**src/rtl/bitvault_pkg.sv**
```systemverilog
// Shared types and default widths for the BitVault two-port arbiter.
// The read-only mask feature is enabled by the macro BITVAULT_RO_MASK_EN.
package bitvault_pkg;

    localparam int unsigned AW = 2;
    localparam int unsigned DW = 8;

    typedef enum logic {
        PRI_A = 1'b0,
        PRI_B = 1'b1
    } pri_state_t;

    typedef enum logic {
        OWN_A = 1'b0,
        OWN_B = 1'b1
    } owner_t;

    // Control half of the command stage; address and data sit beside it at the
    // instance's parameterised widths.
    typedef struct packed {
        logic   valid;
        owner_t owner;
        logic   we;
    } cmd_t;

    function automatic owner_t grant_owner(input logic grant_b);
        return grant_b ? OWN_B : OWN_A;
    endfunction

endpackage

```
**src/rtl/bitvault_rr_arb.sv**
```systemverilog
// Two-way round-robin arbiter: combinational grant, PRI_A/PRI_B priority state.
module bitvault_rr_arb
    import bitvault_pkg::*;
(
    input  logic clk,
    input  logic rst_n,
    input  logic req_a,
    input  logic req_b,
    output logic grant_a,
    output logic grant_b
);

    pri_state_t pri;

    // Grants are held low while reset is asserted so no request is accepted.
    always_comb begin
        grant_a = 1'b0;
        grant_b = 1'b0;
        if (rst_n) begin
            if (req_a && (!req_b || pri == PRI_A)) begin
                grant_a = 1'b1;
            end else if (req_b) begin
                grant_b = 1'b1;
            end
        end
    end

    always_ff @(posedge clk or negedge rst_n) begin
        if (!rst_n) begin
            pri <= PRI_A;
        end else begin
            case (pri)
                PRI_A:   if (grant_a) pri <= PRI_B;
                                else if (grant_b) pri <= PRI_A;
                PRI_B:   if (grant_b) pri <= PRI_A;
                                else if (grant_a) pri <= PRI_B;
                default: pri <= PRI_A;
            endcase
        end
    end

endmodule

```
**src/rtl/bitvault_port_arbiter.sv**
```systemverilog
// Two-requester front end for the 4x8 BitVault register file: round-robin grant,
// registered command stage, response demux. Optional macro: BITVAULT_RO_MASK_EN.
module bitvault_port_arbiter
    import bitvault_pkg::*;
#(
    parameter int unsigned           AW      = bitvault_pkg::AW,
    parameter int unsigned           DW      = bitvault_pkg::DW,
    parameter logic [(2**AW)-1:0]    RO_MASK = '0
) (
    input  logic          clk,
    input  logic          rst_n,

    input  logic          a_valid,
    output logic          a_ready,
    input  logic          a_we,
    input  logic [AW-1:0] a_addr,
    input  logic [DW-1:0] a_wdata,
    output logic          a_rsp_valid,
    output logic [DW-1:0] a_rsp_rdata,
    output logic          a_rsp_err,

    input  logic          b_valid,
    output logic          b_ready,
    input  logic          b_we,
    input  logic [AW-1:0] b_addr,
    input  logic [DW-1:0] b_wdata,
    output logic          b_rsp_valid,
    output logic [DW-1:0] b_rsp_rdata,
    output logic          b_rsp_err,

    output logic [AW-1:0] rf_addr,
    output logic          rf_we,
    output logic [DW-1:0] rf_wdata,
    input  logic [DW-1:0] rf_rdata
);

    logic          grant_a;
    logic          grant_b;
    logic          accept;

    cmd_t          cmd;
    logic [AW-1:0] cmd_addr;
    logic [DW-1:0] cmd_wdata;
    logic          ro_hit;

    logic          rsp_valid;
    owner_t        rsp_owner;
    logic [DW-1:0] rsp_rdata;
    logic          rsp_err;

    bitvault_rr_arb u_arb (
        .clk     (clk),
        .rst_n   (rst_n),
        .req_a   (a_valid),
        .req_b   (b_valid),
        .grant_a (grant_a),
        .grant_b (grant_b)
    );

    assign a_ready = grant_a;
    assign b_ready = grant_b;
    assign accept  = grant_a | grant_b;

    // Address/data only load on acceptance so idle cycles hold the last rf_addr/rf_wdata.
    always_ff @(posedge clk or negedge rst_n) begin
        if (!rst_n) begin
            cmd       <= '0;
            cmd_addr  <= '0;
            cmd_wdata <= '0;
        end else begin
            cmd.valid <= accept;
            if (accept) begin
                cmd.owner <= grant_owner(grant_b);
                cmd.we    <= grant_b ? b_we : a_we;
                cmd_addr  <= grant_b ? b_addr : a_addr;
                cmd_wdata <= grant_b ? b_wdata : a_wdata;
            end
        end
    end

`ifdef BITVAULT_RO_MASK_EN
    assign ro_hit = RO_MASK[cmd_addr];
`else
    assign ro_hit = 1'b0;
`endif

    // Built from reset-cleared flops, so asserting rst_n drops rf_we immediately.
    assign rf_addr  = cmd_addr;
    assign rf_wdata = cmd_wdata;
    assign rf_we    = cmd.valid & cmd.we & ~ro_hit;

    always_ff @(posedge clk or negedge rst_n) begin
        if (!rst_n) begin
            rsp_valid <= 1'b0;
            rsp_owner <= OWN_A;
            rsp_rdata <= '0;
            rsp_err   <= 1'b0;
        end else begin
            rsp_valid <= cmd.valid;
            rsp_owner <= cmd.owner;
            rsp_rdata <= (cmd.valid && !cmd.we) ? rf_rdata : '0;
            rsp_err   <= cmd.valid & cmd.we & ro_hit;
        end
    end

    always_comb begin
        a_rsp_valid = rsp_valid && (rsp_owner == OWN_A);
        b_rsp_valid = rsp_valid && (rsp_owner == OWN_B);
        a_rsp_rdata = a_rsp_valid ? rsp_rdata : '0;
        b_rsp_rdata = b_rsp_valid ? rsp_rdata : '0;
        a_rsp_err   = a_rsp_valid & rsp_err;
        b_rsp_err   = b_rsp_valid & rsp_err;
    end

endmodule
```
**config.mk**
```make
export PLATFORM = sky130hd
export DESIGN_NAME = bitvault_port_arbiter
export DESIGN_NICKNAME = d
export VERILOG_FILES = /design/src/rtl/bitvault_pkg.sv /design/src/rtl/bitvault_rr_arb.sv /design/src/rtl/bitvault_port_arbiter.sv
export SDC_FILE = /design/constraint.sdc
export NUM_CORES = 1
export LEC_CHECK = 0
export ABC_AREA = 1
export CAP_MARGIN = 10
export CORE_AREA = 10 10 71 73
export CTS_CLUSTER_SIZE = 40
export DETAILED_ROUTE_END_ITERATION = 8
export DIE_AREA = 0 0 81 83
export PLACE_DENSITY = 0.79
export SLEW_MARGIN = 20
export SYNTH_ARGS = -nofsm -noshare
export SYNTH_HDL_FRONTEND = slang
export SYNTH_SLANG_ARGS = --single-unit
export TNS_END_PERCENT = 100
```
**constraint.sdc**
```tcl
create_clock -name clk -period 0.9 [get_ports clk]
set_input_delay 0.09 -clock clk [delete_from_list [all_inputs] [get_ports clk]]
set_output_delay 0.09 -clock clk [all_outputs]
set_load 0.05 [all_outputs]
```
Word-level counts from Yosys, hierarchy flattened

Index checks and enable logic that the tools add are counted.

Latch bits: 0
Memories kept: 0
Register bits after elaboration: 24
Logic and storage cells: 35
ROM bits: 0
Output and inout bits: 33
Input bits: 34
Memory bits (writable): 0

Reductions and logical operators: 7
Add/sub/neg operators: 0
Magnitude comparators: 0
$mul: 0
Bitwise gates (word level): 4
Shift operators: 0
Muxes and demuxes: 15
Eq/ne operators: 0
Divide/modulo/power cells: 0

Operators by type and width:

| kind                               | number |
|---|---|
| two-way mux 8 bit                  | 4 |
| two-way mux 1 bit                  | 9 |
| logical AND 1 bit                  | 4 |
| zero test 1 bit                    | 2 |
| two-way mux 2 bit                  | 1 |
| inverter 1 bit                     | 2 |
| one-hot mux 1 bit (2 select lines) | 1 |
| AND 1 bit                          | 1 |
| logical OR 1 bit                   | 1 |
| OR 1 bit                           | 1 |

Depth between registers and ports, before layout

Word-level depth: 7
Mapped depth: 7
Gate-level depth less buffers: 6

Modules after synthesis

A second synthesis with hierarchy kept.

Cell total of the unflattened synthesis: 140
Area, all modules: 1,133.6 sq um

Modules (own cells, without submodules):

| module                | cells an instance | area an instance (sq um) | instances | seq. area each (sq um) |
|---|---|---|---|---|
| bitvault_port_arbiter | 128               | 1,058.5                  | 1         | 575.6 |
| bitvault_rr_arb       | 12                | 75.1                     | 1         | 25.0 |

Least setup slack after synthesis

OpenSTA, ideal clock, no wires.

Path type: register to output
From: register rsp_owner
To: output a_rsp_rdata[0]
Cell stages (with the launch flop): 4
Data required time: 0.810 ns
Arrival time: 2.041 ns
Setup slack: -1.231 ns
Path buffers: 0
Path through: dfrtp_1 nor2_1 inv_1 nor2_1

Cells in the longest elaborated chain, start to end: 3

RTL lines:

| what                   | line                         | source |
|---|---|---|
| from (decl)            | bitvault_port_arbiter.sv:47  | `owner_t rsp_owner;` |
| from (signal assigned) | bitvault_port_arbiter.sv:100 | `rsp_owner <= cmd.owner;` |
| inverter 1 bit         | bitvault_port_arbiter.sv:107 | `a_rsp_valid = rsp_valid && (rsp_owner == OWN_A);` |
| logical AND 1 bit      | bitvault_port_arbiter.sv:107 |  |
| named net a_rsp_valid  | bitvault_port_arbiter.sv:18  | `output logic a_rsp_valid,` |
| two-way mux 8 bit      | bitvault_port_arbiter.sv:109 | `a_rsp_rdata = a_rsp_valid ? rsp_rdata : '0;` |
| to (decl)              | bitvault_port_arbiter.sv:19  | `output logic [DW-1:0] a_rsp_rdata,` |

The timed path passes the listed nets, and every way through them passes these cells.

Worst setup path after layout

From: register rsp_valid
To: output a_rsp_rdata[6]

Cells in the longest elaborated chain, start to end: 2

RTL lines:

| what                   | line                         | source |
|---|---|---|
| from (decl)            | bitvault_port_arbiter.sv:46  | `logic rsp_valid;` |
| from (signal assigned) | bitvault_port_arbiter.sv:99  | `rsp_valid <= cmd.valid;` |
| logical AND 1 bit      | bitvault_port_arbiter.sv:107 |  |
| two-way mux 8 bit      | bitvault_port_arbiter.sv:109 |  |

Every way passes these cells.

==> reports/metrics.csv <==
stage,metric,value,unit
outcome,status,"finished, violations left",
outcome,violated checks,negative setup slack,
pwr,PwrDens,1560,nW/um^2
cells_and_area,Filler cells,188,
setup_path,Critical Path End Type,output port,
synthesis,top area cells in the synthesized netlist,"dfrtp_1, inv_1, nand2_1, nand3_1, nor2_1",
global_routing,met1 Use GR,15.1,%
synthesis,synth unique cells,13,
synthesis,Yosys top cell by area,dfrtp_1,
global_routing,most used routing layer,met2,
global_routing,vias in the first global route,1587,
worst_hold_path,Hold WC Path Type,primary input to asynchronous set/reset pin,
synthesis,ys flop type,dfrtp_1,
sta,fin crit share,167,%
place,Post-Place Worst Slack,-452,ps
drt,routed via count,1496,
clock_tree,clock insertion delay at the later pin of the skew report,280,ps
sta,WHS,25.5,ps
flow_run,max-cap viol count,0,
setup_path,critical path's slowest cell,dfrtp_1,
floorplanning,core area,3630,sq um
sta,final max-slew violation count,0,
clock_tree,CTS tree,yes,
setup_path,worst setup path category,register to output port,
clock_tree,total CTS buffers,3,
synthesis,number of flops mapped to enable cells by yosys,0,
pwr,worst vdd ir,1.22,mV
drt,Antenna Nets Post-Route,0,
place,post-detail-place hpwl,3.60,mm
global_routing,GRT Total Usage,14.4,%
floorplanning,io pins,67,
cells_and_area,layout cells sized above 1,53.3,%
drt,# DRC,0,
sta,f_max,665,MHz
synthesis,Synth Cell Area,1240,sq um
drt,TritonRoute pass-1 iters,4,
synthesis,Synth Area per Inst,7.21,sq um
setup_path,worst path cell trace,inv_2 > nor2_4 > clkinvlp_4 > buf_12 > nor2_4 > buf_12,
clock_tree,Sink Count,24,
clock_tree,CTS Root Cell,clkbuf_8,
sta,Layout Skew,4.66,ps
clock_tree,Clock Pin Slew Worst Setup and Hold Paths,90,ps
global_routing,GRT Residual Overflow,0,
synthesis,"FFs w/ async S/R, synth",100,%
sta,Worst Slack Setup Final,-604,ps
synthesis,area share of the largest cell type after synthesis,48.4,%
global_routing,initial antenna violation count,0,
drt,WL per Instance,18.3,um
drt,vias per inst,4.70,
setup_path,peak fanout along the critical path,7,
synthesis,top-count cell post-synth,inv_1,
floorplanning,initial core utilization,34.1,%
setup_path,critical path arrival,1410,ps
global_routing,pin count of the biggest net entering global routing,22,
clock_tree,clk buf depth,2,
place,GPL Wtd Cong,0.797,
sta,Final Hold Viols,0,
clock_tree,# H-tree levels,1,
global_routing,first-pass GRT wire length,7.80,mm
cells_and_area,"Core Util, Final",82.0,%
cells_and_area,register area,601,sq um
drt,first-iteration detailed-routing DRC count,84,
pwr,Static Leak,0.00140,uW
setup_path,crit-path max cell delay,390,ps
floorplanning,Die Wd,81,um
sta,RSZ-0062 raised after global routing,true,
cells_and_area,Diodes inserted,0,
global_routing,GR Util met3,3.56,%
place,Buffers on Ports,64,
cells_and_area,Multi-input gate area,773,sq um
drt,final WL,5.81,mm
synthesis,synth cell count leaders,"inv_1, nand2_1, nor2_1",
global_routing,met2 Resource Use GR,25.4,%
cells_and_area,nets,306,
cells_and_area,Layout area overhead,140,%
floorplanning,Rows,22,
synthesis,Synth Register Bits,24,
synthesis,"Seq/Total Area, Yosys",48.4,%
synthesis,Synth warnings,0,
setup_path,crit start category,register,
setup_path,worst path required time,810,ps
sta,Finish-stage setup viols,45,
floorplanning,die height,83,um
floorplanning,die area,6720,sq um
sta,Tmin final,1500,ps
sta,setup TNS,-15880,ps
synthesis,Synth Instances,172,
## path summary, 6_finish.rpt
check / endpoint / cells past startpoint / slack [ps] / start
min in group clk: rsp_rdata[3]$_DFF_PN0_ / 3 / 310 / rf_rdata[3]
worst min-delay path: cmd[2]$_DFF_PN0_ / 2 / 30 / rst_n
worst max register to register: rf_wdata[0]$_DFFE_PN0P_ / 8 / -430 / u_arb.pri$_DFF_PN0_
max in group asynchronous: rf_wdata[0]$_DFFE_PN0P_ / 3 / 210 / rst_n
worst max-delay path: a_rsp_rdata[6] / 6 / -600 / rsp_valid$_DFF_PN0_
worst min register to register: rsp_owner$_DFF_PN0_ / 0 / 480 / cmd[1]$_DFFE_PN0P_
## routing by layer
layer	vias to the layer above	part of all wire [%]	wire length (um)
met5	-	0	0
met4	0	3.3	190
li1	686	-	-
met1	721	34	1980
met3	15	7.2	421
met2	74	55	3220
## layout make-up
type / count / share of cell area, %
clock buffers: 3 / 1.39
inverters: 47 / 6.89
multi-input cells: 95 / 26.0
flip-flops and latches: 24 / 20.2
well taps: 48 / 2.02
repair buffers: 100 / 43.2
repair inverters: 1 / 0.378
## cell usage in the layout (no fill, tap or decap), drive strengths merged
cell type,Yosys,layout
nand3,23,23
nor2,25,25
nand2,44,44
conb,1,2
dfrtp,24,24
buf,7,66
dlygate4sd3,0,1
clkinvlp,0,3
o21ai,1,1
clkbuf,0,3
dlygate4sd2,0,1
inv,47,44
clkinv,0,1
clkdlybuf4s50,0,32
## state kept, by name, indices dropped and copies added, names as in the netlist
signal,cells
rsp_valid,1
u_arb.pri,1
rf_wdata,8
rf_addr,2
rsp_owner,1
cmd,3
rsp_rdata,8
## stage by stage
stage,cells,area [sq um],total power (uW)
after CTS,312,2730,4210
after detailed placement,296,2470,3400
after global placement,296,2470,3350
after floorplan,173,1380,2350
after global routing,318,2980,4830
final,318,2980,4650
## worst max-delay path: cells and delay by family, from the launching register on
kind | cells | cell delay [ps]
buffers and inverters | 4 | 490
AND/OR/NAND/NOR | 2 | 250
flip-flops | 1 | 390
## power by group
group	total [uW]	internal, uW	switching (uW)
clock	673	302	372
sequential	1420	1250	172
combinational	2550	1190	1360
total	4650	2740	1900
## cell families (layout without fill, tap and decap cells)
kind of cell	Yosys count	after routing	share of synthesized area [%]
simple gates	92	92	31.8
other cells	1	2	0.302
buf+inv	54	151	19.1
compound gates	1	1	0.403
flops	24	24	48.4
## what timing repair did
action | CTS | global route
endpoints found under the setup margin | 45 | 53
pin swaps | 9 | 26
hold buffers | 1 | 0
cloned | 1 | 1
hold endpoints to repair | 3 | 0
setup buffers | 12 | 10
gates resized for setup | 29 | 58
No activity file was read; power rests on OpenSTA's default activity.
==> RTL change 1 (same settings) <==
The package constant `AW` goes from 2 to 1.
--- a/src/rtl/bitvault_pkg.sv
+++ b/src/rtl/bitvault_pkg.sv
@@ -4,3 +4,3 @@
 
-    localparam int unsigned AW = 2;
+    localparam int unsigned AW = 1;
     localparam int unsigned DW = 8;
Ports: changed (resized a_addr, b_addr and rf_addr); port bits go from 67 to 64. The function was not compared with the original's and may differ.
==> RTL change 1 against the unedited design <==
The run still ends with setup timing left; final area is 9.6% lower; routed wire length decreased by 25%; total power decreased by 11%; global-route usage is 1.8 points lower; worst setup slack improved by 0.088 ns; critical endpoint is now a_rsp_rdata[5]; clock skew barely moved; synthesized area down 4.6%; sequential cell count fell by 1; synthesized cell count is 4.7% lower; final cell count decreased by 6.9%.
==> RTL change 1: results <==
[yosys]
synthArstFlopShare_pct = 100
synthTopCellsByArea = "dfrtp_1, inv_1, nand2_1"
ys_seq_area_share_pct = 48.7
synth_common_cells = "inv_1, nand2_1, nor2_1, dfrtp_1, nand3_1"
ys_types = 12
ys.warnings.count = 0
synthCells = 164
yosysTopAreaCellShare_pct = 48.7
yosys_most_used_dff = "dfrtp_1"

[clocking]
numCtsBuffers = 3
clkTransAtPathRegs_ns = 0.09
htree_levels = 1
clock_path_buffers = 2
cts-root-buf = "clkbuf_8"
clock_latency_ns = 0.27

[drt]
detail-route-antenna-nets = 0
drtIter0Drc = 33
wire_per_inst_microns = 14.7
drtPass1Iterations = 4
drt_wl_total_microns = 4340
vias_per_cell = 4.44

[critical_path]
arrival_ns = 1.33
reg2reg_depth = 8
crit_start = "rsp_owner$_DFF_PN0_"
path_max_fanout = 8
worstReg2RegStart = "u_arb.pri$_DFF_PN0_"

[placement]
hpwl_microns = 3400
numPortBuffers = 61
dpl_cell_area_sq_um = 2410
gp_congestion = 0.778
placedCellCount = 285

[power]
ir_drop_v = 0.000768
leakage_nw = 1.29
p_int_mw = 2.53

[timing]
finClkSkew_ns = 0.00512
setup_ws_ns = -0.515
fmax_mhz = 707
drv_slew = 0
setup-violations-final = 43

[layout]
final_nets = 281
layout-drive-gt1-share_pct = 45.6
antenna_cells = 0
fillCellCount = 251

[status]
status = "finished with violations"
violations = "setup timing"

[global_route]
grt_pass1_vias = 1429
antenna_found_initial = 0
grt_max_degree = 17
grt.total_usage_pct = 12.7
grt_pass1_wl_microns = 6840

[hold_path]
hold_path.class = "primary input to async pin"
==> RTL change 1: kinds of logic (layout without fill, tap and decap cells) <==
group / count (synthesis) / after routing / synth area share (%)
buf+inv: 52 / 135 / 19.7
other cells: 1 / 2 / 0.317
flops: 23 / 23 / 48.7
compound gates: 1 / 1 / 0.423
simple gates: 87 / 87 / 30.9
==> RTL change 1: what timing repair did <==
item | 4_1_cts | 5_1_grt
resized for setup | 18 | 31
hold buffers | 0 | 0
buffers inserted | 7 | 1
pin swaps | 8 | 15
setup endpoints to repair | 44 | 51
cloned | 1 | 0
==> RTL change 1: per-stage QoR <==
step,TNS (ns),hold slack (ns),setup WS [ns]
2_1_floorplan,-10.23,-0.206,-0.686
3_3_place_gp,-8.72,0.368,-0.413
3_5_place_dp,-9.43,0.374,-0.462
4_1_cts,-13.30,0.259,-0.527
5_1_grt,-15.25,0.269,-0.579
6_report,-12.89,0.265,-0.515
==> RTL change 1: final timing paths <==
| path | end | slack [ns] |
|---|---|---|
| setup / recovery | a_rsp_rdata[5] | -0.52 |
| max in group asynchronous | rf_wdata[6]$_DFFE_PN0P_ | 0.44 |
| hold reg to reg | rsp_valid$_DFF_PN0_ | 0.42 |
| setup reg to reg | rf_wdata[1]$_DFFE_PN0P_ | -0.28 |
| hold / removal | rf_wdata[4]$_DFFE_PN0P_ | 0.27 |
| min in group clk | rsp_rdata[4]$_DFF_PN0_ | 0.33 |
==> RTL change 1: area by class of cell <==
cell class	count	area, sq um	share of cell area [%]
timing repair buffer	85	1160	43.2
tap	48	60.1	2.23
clock inverter	1	5.00	0.186
sequential	23	576	21.4
inverter	45	188	6.97
timing repair inverter	1	3.75	0.139
multi-input combinational	90	657	24.4
clock buffer	3	41.3	1.53
==> RTL change 1: worst max-delay path, stage by stage (launching register included) <==
cell	delay (ns)
dfrtp_1	0.41
nor2_4	0.14
clkinvlp_4	0.10
buf_12	0.16
nor2_4	0.10
buf_12	0.14
==> RTL change 1: routing by layer <==
metal | vias up | part of all wire, % | track usage, %
met4 | 0 | 2.5 | 6.26
met3 | 9 | 7.5 | 2.91
li1 | 630 | - | -
met5 | - | 0 | 0
met2 | 58 | 52 | 22.3
met1 | 616 | 38 | 13.5
==> RTL change 1: power groups by stage <==
stage	registers (mW)	logic (mW)	clock network, mW
6_report	1.34	2.14	0.667
5_1_grt	1.36	2.26	0.717
4_1_cts	1.34	2.04	0.676
3_5_place_dp	1.36	1.90	0
3_3_place_gp	1.35	1.86	0
2_1_floorplan	1.58	0.671	0
==> RTL change 2 (config.mk and constraints unchanged) <==
Without the edit above. Make the reset (`rst_n`) synchronous in 3 clocked blocks.
--- a/src/rtl/bitvault_rr_arb.sv
+++ b/src/rtl/bitvault_rr_arb.sv
@@ -27,3 +27,3 @@
 
-    always_ff @(posedge clk or negedge rst_n) begin
+    always_ff @(posedge clk) begin
         if (!rst_n) begin
--- a/src/rtl/bitvault_port_arbiter.sv
+++ b/src/rtl/bitvault_port_arbiter.sv
@@ -64,3 +64,3 @@
     // Address/data only load on acceptance so idle cycles hold the last rf_addr/rf_wdata.
-    always_ff @(posedge clk or negedge rst_n) begin
+    always_ff @(posedge clk) begin
         if (!rst_n) begin
@@ -91,3 +91,3 @@
 
-    always_ff @(posedge clk or negedge rst_n) begin
+    always_ff @(posedge clk) begin
         if (!rst_n) begin
Check against the original RTL: differs if rst_n is asserted again (counterexample within 4 cycles, from zero or initial values and one cycle with rst_n low); with rst_n held inactive, the same outputs for 10 cycles.
==> RTL change 2 against the unedited design <==
Worst setup slack improved by 0.14 ns; sequential cell count unchanged; synthesized area decreased by 1.6%; critical path depth unchanged; routed wire length decreased by 20%; utilization decreased by 5.5 points; final area decreased by 6.7%; the run still ends with setup timing left.
Power is not compared: it rests on default switching activity, and its combinational part moved more than twofold at a synthesized area within 25%.
==> RTL change 2: results <==
[clocking]
htree_levels = 1
clock_path_buffers = 2
clkTransAtPathRegs_ns = 0.08
cts-root-buf = "clkbuf_8"

[drt]
wire_per_inst_microns = 14.9
drt_wl_total_microns = 4650
drtIter0Drc = 48
met3_wirelength_microns = 445
wl_met2_microns = 2410
vias_per_cell = 4.55
routed.top_layer = "met4"
wl_met1_microns = 1750

[critical_path]
worstReg2RegStart = "u_arb.pri$_SDFF_PN0_"
worstReg2RegEnd = "rf_wdata[7]$_SDFFE_PN0P_"
crit_start = "rsp_valid$_SDFF_PN0_"
arrival_ns = 1.28
regToRegSetupSlack_ns = -0.29
endpoint = "a_rsp_rdata[1]"
path_max_fanout = 8
reg2reg_depth = 7

[placement]
numPortBuffers = 64
dp_slack_ns = -0.572
dpl_cell_area_sq_um = 2460
hpwl_microns = 3320
placedCellCount = 296
gp_congestion = 0.785

[timing]
hold_viol_final = 0
finClkSkew_ns = 0.00123
setup_ws_ns = -0.466
setup_tns_ns = -11.44
setup-violations-final = 35

[layout]
antenna_cells = 0
layout-drive-gt1-share_pct = 51.1

[power]
leakage_nw = 1.18
power_density_nw_per_um2 = 1150
sw_frac_of_total_pct = 32.7
seq_cell_power_mw = 1.22

[global_route]
grt.total_usage_pct = 12.2
grt_pass1_wl_microns = 6730
grtUsageMet1_pct = 13.1
grt_pass1_vias = 1434
grtUsageMet3_pct = 4.53
global_route.usage.met2_pct = 21.5
grt_max_degree = 24

[status]
status = "finished with violations"
violations = "setup timing"

[yosys]
ys_seq_area_share_pct = 39.4
synthTopCellsByArea = "dfxtp_1, nor2_1, nand2_1"
syn_area_per_cell_sq_um = 6.82
synthArstFlopShare_pct = 0
synth_common_cells = "nor2_1, nand2_1, inv_1, dfxtp_1, nand3_1"
ys_types = 18

[hold_path]
hold_path.class = "primary input to register"
-- RTL change 2: cell count changes in the layout (fill, tap and decap cells not counted), moves of 11 or more --
cell     unedited run  this run
dfxtp_2             0        15
nor2_1              1        18
nand2_1            26        15
nand3_2            22         2
inv_1              39        23
dfrtp_1            24         0
nand3_1             0        11
-- RTL change 2: logic make-up after synthesis --
group / after synthesis / synth area share (%)
AND/OR/NAND/NOR: 102 / 37.6
flip-flops: 24 / 39.4
AO/OA/AOI/OAI: 12 / 6.97
buffers and inverters: 40 / 15.7
other: 1 / 0.307
-- RTL change 2: how the worst min path moves through the flow --
stage                             start                      end  slack [ns]  cells after the start
finish                      rf_rdata[0]  rsp_rdata[0]$_SDFF_PN0_        0.34                      3
global route                rf_rdata[3]  rsp_rdata[3]$_SDFF_PN0_        0.35                      3
CTS                         rf_rdata[3]  rsp_rdata[3]$_SDFF_PN0_        0.34                      3
detailed placement  cmd[1]$_SDFFE_PN0P_     rsp_owner$_SDFF_PN0_        0.42                      2
global placement    cmd[1]$_SDFFE_PN0P_     rsp_owner$_SDFF_PN0_        0.41                      2
floorplan                   rf_rdata[0]  rsp_rdata[0]$_SDFF_PN0_        0.20                      2
-- RTL change 2: final cells by class --
type / count / area, sq um
timing repair buffer: 89 / 1200
fill: 233 / 855
multi-input combinational: 118 / 840
sequential: 24 / 499
inverter: 29 / 120
tap: 48 / 60.1
clock buffer: 4 / 55.1
-- RTL change 2: critical path, stage by stage (launching register included) --
cell        delay [ns]
dfxtp_2           0.34
inv_2             0.04
nor2_4            0.10
clkinvlp_4        0.10
buf_12            0.16
nor2_4            0.12
buf_12            0.14
-- RTL change 2: timing repair --
item	4_1_cts	5_1_grt
gates cloned	1	1
hold buffers	0	0
setup buffers	5	6
gates resized for setup	28	28
endpoints found under the setup margin	43	43
pin swaps	10	9
